$ cat src/rtl/posit_pkg.sv
// posit_pkg
//   Shared helpers for the posit adder datapath.
//   - log2()           ceiling log2, used for regime and count widths
//   - mw() / ew()      mantissa and exponent widths for a given (N, es)
//   - norm_stage_t     payload held between add/sign recovery and normalise
//   The struct is sized for the default POSIT_N / POSIT_ES configuration.
package posit_pkg;

  function automatic int log2(input int value);
    int result;
    result = 0;
    while ((1 << result) < value) result++;
    return result;
  endfunction

  // Mantissa: hidden bit at MW-1, sticky bit at 0.
  function automatic int mw(input int n, input int es);
    return n - es + 3;
  endfunction

  // Signed effective exponent: regime field + exponent field + sign.
  function automatic int ew(input int n, input int es);
    return log2(n) + es + 1;
  endfunction

  localparam int POSIT_N  = 8;
  localparam int POSIT_ES = 4;
  localparam int POSIT_MW = mw(POSIT_N, POSIT_ES);
  localparam int POSIT_EW = ew(POSIT_N, POSIT_ES);

  typedef struct packed {
    logic                sign;
    logic                zero;
    logic [POSIT_MW:0]   mag;
    logic [POSIT_EW-1:0] eeff;
  } norm_stage_t;

endpackage

$ cat src/rtl/posit_lzc.sv
// posit_lzc
//   Combinational leading-zero count of a W-bit vector.
//   Ports:
//     in_vec  [W-1:0]         vector to scan, MSB first
//     count   [log2(W):0]     number of leading zeros; W when in_vec is all zero
module posit_lzc
  import posit_pkg::*;
#(
  parameter int W  = 7,
  localparam int CW = log2(W) + 1
) (
  input  logic [W-1:0]  in_vec,
  output logic [CW-1:0] count
);

  always_comb begin
    logic found;
    found = 1'b0;
    count = CW'(W);
    for (int i = W - 1; i >= 0; i--) begin
      if (!found && in_vec[i]) begin
        found = 1'b1;
        count = CW'(W - 1 - i);
      end
    end
  end

endmodule

$ cat src/rtl/posit_add_normalise.sv
// posit_add_normalise
//   Adds the aligned big/small mantissas from the alignment stage, recovers the
//   result sign and magnitude, then normalises (carry right-shift or leading-zero
//   left-shift) and adjusts the effective exponent. Two-stage pipeline with
//   valid/ready on both sides; in_ready is combinational from out_ready.
//   Ports:
//     clk, reset                 rising-edge clock, async active-high reset
//     in_valid / in_ready        input handshake
//     in_MB, in_MS   [MW:0]      aligned signed mantissas
//     in_Eeff        [EW-1:0]    signed effective exponent of the larger operand
//     in_s1, in_s2               operand signs
//     out_valid / out_ready      output handshake
//     out_sign                   result sign
//     out_mant       [MW-1:0]    normalised magnitude, MSB set unless out_zero
//     out_Eeff       [EW:0]      signed adjusted exponent
//     out_zero                   exact zero result
module posit_add_normalise
  import posit_pkg::*;
#(
  parameter int N  = POSIT_N,
  parameter int es = POSIT_ES,
  localparam int MW = mw(N, es),
  localparam int EW = ew(N, es),
  localparam int LW = log2(MW) + 1
) (
  input  logic          clk,
  input  logic          reset,
  input  logic          in_valid,
  output logic          in_ready,
  input  logic [MW:0]   in_MB,
  input  logic [MW:0]   in_MS,
  input  logic [EW-1:0] in_Eeff,
  input  logic          in_s1,
  input  logic          in_s2,
  output logic          out_valid,
  input  logic          out_ready,
  output logic          out_sign,
  output logic [MW-1:0] out_mant,
  output logic [EW:0]   out_Eeff,
  output logic          out_zero
);

  logic        v1;
  logic        v2;
  logic        adv1;
  logic        adv2;
  norm_stage_t s1_d;
  norm_stage_t s1_q;

  assign adv2      = !v2 || out_ready;
  assign adv1      = !v1 || adv2;
  assign in_ready  = adv1;
  assign out_valid = v2;

  // Stage 1: signed add, then sign/magnitude recovery.
  logic [MW+1:0] sum;
  logic          eff_sub;

  assign sum     = {in_MB[MW], in_MB} + {in_MS[MW], in_MS};
  assign eff_sub = in_s1 ^ in_s2;

  always_comb begin
    s1_d      = '0;
    s1_d.eeff = in_Eeff;
    if (!eff_sub) begin
      s1_d.sign = in_s1;
      s1_d.mag  = sum[MW:0];
    end else begin
      s1_d.sign = sum[MW+1];
      // Low bits of the two's complement negation; the full-width top bit is
      // never needed because mag is one bit narrower than the sum.
      s1_d.mag  = sum[MW+1] ? (~sum[MW:0] + 1'b1) : sum[MW:0];
    end
    s1_d.zero = (s1_d.mag == '0);
  end

  always_ff @(posedge clk or posedge reset) begin
    if (reset) begin
      v1   <= 1'b0;
      s1_q <= '0;
    end else if (adv1) begin
      v1 <= in_valid;
      if (in_valid) s1_q <= s1_d;
    end
  end

  // Stage 2: normalise.
  logic [LW-1:0] lz;
  logic [MW-1:0] mant_d;
  logic [EW:0]   eeff_d;
  logic          sign_d;
  logic [EW:0]   eeff_ext;

  posit_lzc #(.W(MW)) u_lzc (
    .in_vec (s1_q.mag[MW-1:0]),
    .count  (lz)
  );

  assign eeff_ext = {s1_q.eeff[EW-1], s1_q.eeff};

  always_comb begin
    mant_d = '0;
    eeff_d = '0;
    sign_d = 1'b0;
    if (s1_q.mag[MW]) begin
      // Carry out: shift right by one, folding the dropped bit into sticky.
      mant_d = {s1_q.mag[MW:2], |s1_q.mag[1:0]};
      eeff_d = eeff_ext + 1'b1;
      sign_d = s1_q.sign;
    end else if (!s1_q.zero) begin
      mant_d = s1_q.mag[MW-1:0] << lz;
      eeff_d = eeff_ext - {{(EW+1-LW){1'b0}}, lz};
      sign_d = s1_q.sign;
    end
  end

  always_ff @(posedge clk or posedge reset) begin
    if (reset) begin
      v2       <= 1'b0;
      out_sign <= 1'b0;
      out_mant <= '0;
      out_Eeff <= '0;
      out_zero <= 1'b0;
    end else if (adv2) begin
      v2 <= v1;
      if (v1) begin
        out_sign <= sign_d;
        out_mant <= mant_d;
        out_Eeff <= eeff_d;
        out_zero <= s1_q.zero;
      end
    end
  end

endmodule

$ cat config.mk
export PLATFORM = sky130hd
export DESIGN_NAME = posit_add_normalise
export DESIGN_NICKNAME = d
export VERILOG_FILES = /design/src/rtl/posit_pkg.sv /design/src/rtl/posit_lzc.sv /design/src/rtl/posit_add_normalise.sv
export SDC_FILE = /design/constraint.sdc
export NUM_CORES = 1
export LEC_CHECK = 0
export CORE_MARGIN = 10
export CORE_UTILIZATION = 48
export DETAILED_ROUTE_END_ITERATION = 12
export PLACE_DENSITY = 0.85
export SLEW_MARGIN = 20
export SYNTH_ARGS = -nofsm -noshare
export SYNTH_HDL_FRONTEND = slang
export SYNTH_HIERARCHICAL = 1
export SYNTH_SLANG_ARGS = --single-unit
$ cat constraint.sdc
create_clock -name clk -period 2.75 [get_ports clk]
set_input_delay 0.825 -clock clk [delete_from_list [all_inputs] [get_ports clk]]
set_output_delay 0.825 -clock clk [all_outputs]
set_load 0.02 [all_outputs]
==> metrics <==
Async SR Flop Fraction=1.000; CTS Buf Count=5; area share of the leading cell type in the synthesized netlist=0.3483; Final period util=0.9832; Post-CTS Hold Fix Bufs=0; maxcap violations=0; gpl congestion=about 0.9; I/O Pins=50; wire per inst=around 16 µm; drt total wl=approximately 7700 µm; setup slack after layout=between 40 and 50 ps; maximum clock insertion buffer count=2; Pre-antenna DRT Iters=4; CP Launch Type=flop; initial DRC count=171; total number of vias=around 2700; Global Route Usage Sum=0.1522; Mapped Cells=310; Worst Path Required=slightly below 3000 ps; Synth Flop Type=dfrtp_1; critical path's largest stage delay=roughly 380 ps; post-route antenna net violation count=0; Syn. warnings=6; input/output buffers=49; hold_ws=481.9 ps; ant diodes=0; setup violators final=0; post-route DRC violation count=0; fin crit period=around 2700 ps; Worst Path Arrival=2940 ps; CTS tree=yes; largest net degree at the start of global routing=39; total die area=just over 9000 µm²; Core ar.=roughly 5500 µm²; syn_area_per_cell=between 8 and 9 µm²; Reg2Reg Depth=13; cell area after layout=around 4000 µm²; vias in the first global route=2678; Synth Register Bits=38; leading area contributor after synthesis=dfrtp_1; Max Fanout on Critical Path=2; Worst Path Buf+Inv=1; Worst-Skew Late Latency=approximately 300 ps; critical path's top delay family=compound AO/OA/AOI/OAI gates; clk_skew=roughly 4.3 ps; chip width=~95 µm; Critical Path Slowest Stage Cell=dfrtp_1; Levels on crit path=13; Unique masters post-synth=54; Die Y-Extent=approximately 95 µm; Final Hold Vio Count=0; post-DP HPWL=around 5300 µm; CP Cell Sequence=or2_0 > a221o_1 > nand2_2 > ha_4 > inv_1 > fa_2 > a21o_1 > a21oi_2 > nor3b_4 > nand2_2 > a21oi_2 > a21oi_1 > o21ai_1; worst slew pin tran=629.0 ps; Lkg Pwr=roughly 1.7 nW; relative slew slack=0.5806; Pins Over Slew Limit=0; Root Buffer=clkbuf_8; synthesis-to-layout area growth=47.30%; hold depth=2; maximum VDD drop=roughly 0.38 mV; PD cells=between 600 and 700 nW/µm²; CTS clk-pin slew, worst paths=approximately 70 ps; Via-to-Cell Ratio=roughly 5.6; Post-Place Setup Slack=-633.5 ps; Area contributors post-synth=dfrtp_1 35%, nand2_1 6.6%, ha_1 6.4%, o21ai_0 6.2%, mux2_2 4.5%; Post-synth EDFFs=0; Post-Place Cell Area=3641 µm²; Initial Util=0.4958; row count=27; post-synthesis cell area=around 2700 µm²; # clock sinks=38; layout cells sized above 1=0.3049; Mapped Nets=356; fmax=0.3699 GHz; H-tree levels=2; initial antenna violation count=0; CP Capture Type=flop; outcome=completed; sequential area share after synthesis=0.3483; grt ovf=0; fin nets=455; worst setup path category=reg2reg; worst min path class=reg2reg; first-pass GRT wire length=~11000 µm
tightest hold or removal path: cells and delay by family (launching register included):
kind	cells	cell delay (ps)
AOI/OAI and AO/OA	1	60
and+or+nand+nor	1	40
DFF	1	340
metal layers:
layer | wire length (µm) | track usage | up-vias
met3 | 584 | 0.03771 | 23
met4 | 227 | 0.07248 | 0
met1 | 2875 | 0.1600 | 1256
met2 | 4040 | 0.2778 | 114
li1 | - | - | 1313
met5 | 0 | 0 | -
where the power goes:
part           leakage [nW]  total, W  internal (W)  switching [W]
Clock                0.0472  0.000403      0.000201       0.000202
Combinational          1.23   0.00156      0.000770       0.000788
Sequential            0.466  0.000853      0.000707       0.000147
cells by family (layout without fill, tap and decap cells):
family,Yosys count,in the layout,share of synthesized area
compound gates,91,91,0.2154
fa+ha+maj,16,16,0.07883
buf+inv,26,126,0.03712
other cells,1,1,0.001374
mux,17,17,0.07195
flops,38,38,0.3483
simple gates,104,104,0.1897
xor+xnor,17,17,0.05729
state kept, by name (all words and copies together), names as in the netlist:
name,flops
s1_q,10
out_Eeff,9
eeff_ext,8
out_mant,7
out_sign,1
out_valid,1
out_zero,1
v1,1
per-stage QoR:
stage / TNS [ps] / util / instances / total power (W)
final: 0 / 0.7303 / 482 / 0.002815
after global routing: -202.0 / 0.7303 / 482 / 0.002991
after CTS: -77.47 / 0.6908 / 475 / 0.002664
after detailed placement: -4321 / 0.6612 / 464 / 0.002238
after global placement: -3494 / 0.6612 / 464 / 0.002188
after floorplan: -39.24 / - / 310 / 0.001686
cell usage in the layout (no fill, tap or decap), drive strengths merged, types with 3 or more instances in the layout:
master / count
ha: 14
inv: 16
nor3: 7
xnor2: 11
xor2: 6
nor4: 4
clkbuf: 10
nor2b: 4
a21oi: 19
nand3: 7
nand2: 48
nand3b: 3
dlymetal6s2s: 7
a31oi: 5
a211oi: 4
o21ai: 37
mux2: 11
mux2i: 5
nor2: 14
a22oi: 4
a32oi: 3
buf: 53
clkdlybuf4s50: 36
nand2b: 5
a21o: 4
dfrtp: 38
or2: 4
synth_stat cells (all sizes together), types with 3 or more instances:
master  count
inv        16
clkbuf      9
nor2b       4
a21oi      19
nand2      48
dfrtp      38
xnor2      11
mux2i       5
nand3b      3
nor2       14
a22oi       4
a31oi       5
nand3       7
xor2        6
nand2b      5
or2         4
nor4        4
a21o        4
a32oi       3
ha         14
o21ai      37
mux2       11
nor3        7
a211oi      4
what timing repair did:
item / CTS / global route
resized for setup: 21 / 48
endpoints found under the hold margin: 0 / 0
setup buffers: 3 / 8
pin swaps: 15 / 31
endpoints found under the setup margin: 13 / 13
final cells by class:
cell class              instances  area, µm²
inverters                      16      60.06
repair buffers                102      904.6
flip-flops and latches         38      953.4
multi-input cells             246       1918
well taps                      72      90.09
clock inverters                 2      12.51
fillers                       391       1485
clock buffers                   6      82.58
worst paths after layout:
| check | startpoint | endpoint | slack, ps |
|---|---|---|---|
| max | s1_q[10] | out_Eeff[8] | 50 |
| min | out_Eeff[5] | out_Eeff[5] | 480 |
| max reg2reg | s1_q[10] | out_Eeff[8] | 50 |
| min reg2reg | out_Eeff[5] | out_Eeff[5] | 480 |
| max in group asynchronous | reset | s1_q[13] | 1470 |
| min in group asynchronous | reset | out_valid | 930 |
Power figures use the tool's default switching activity.
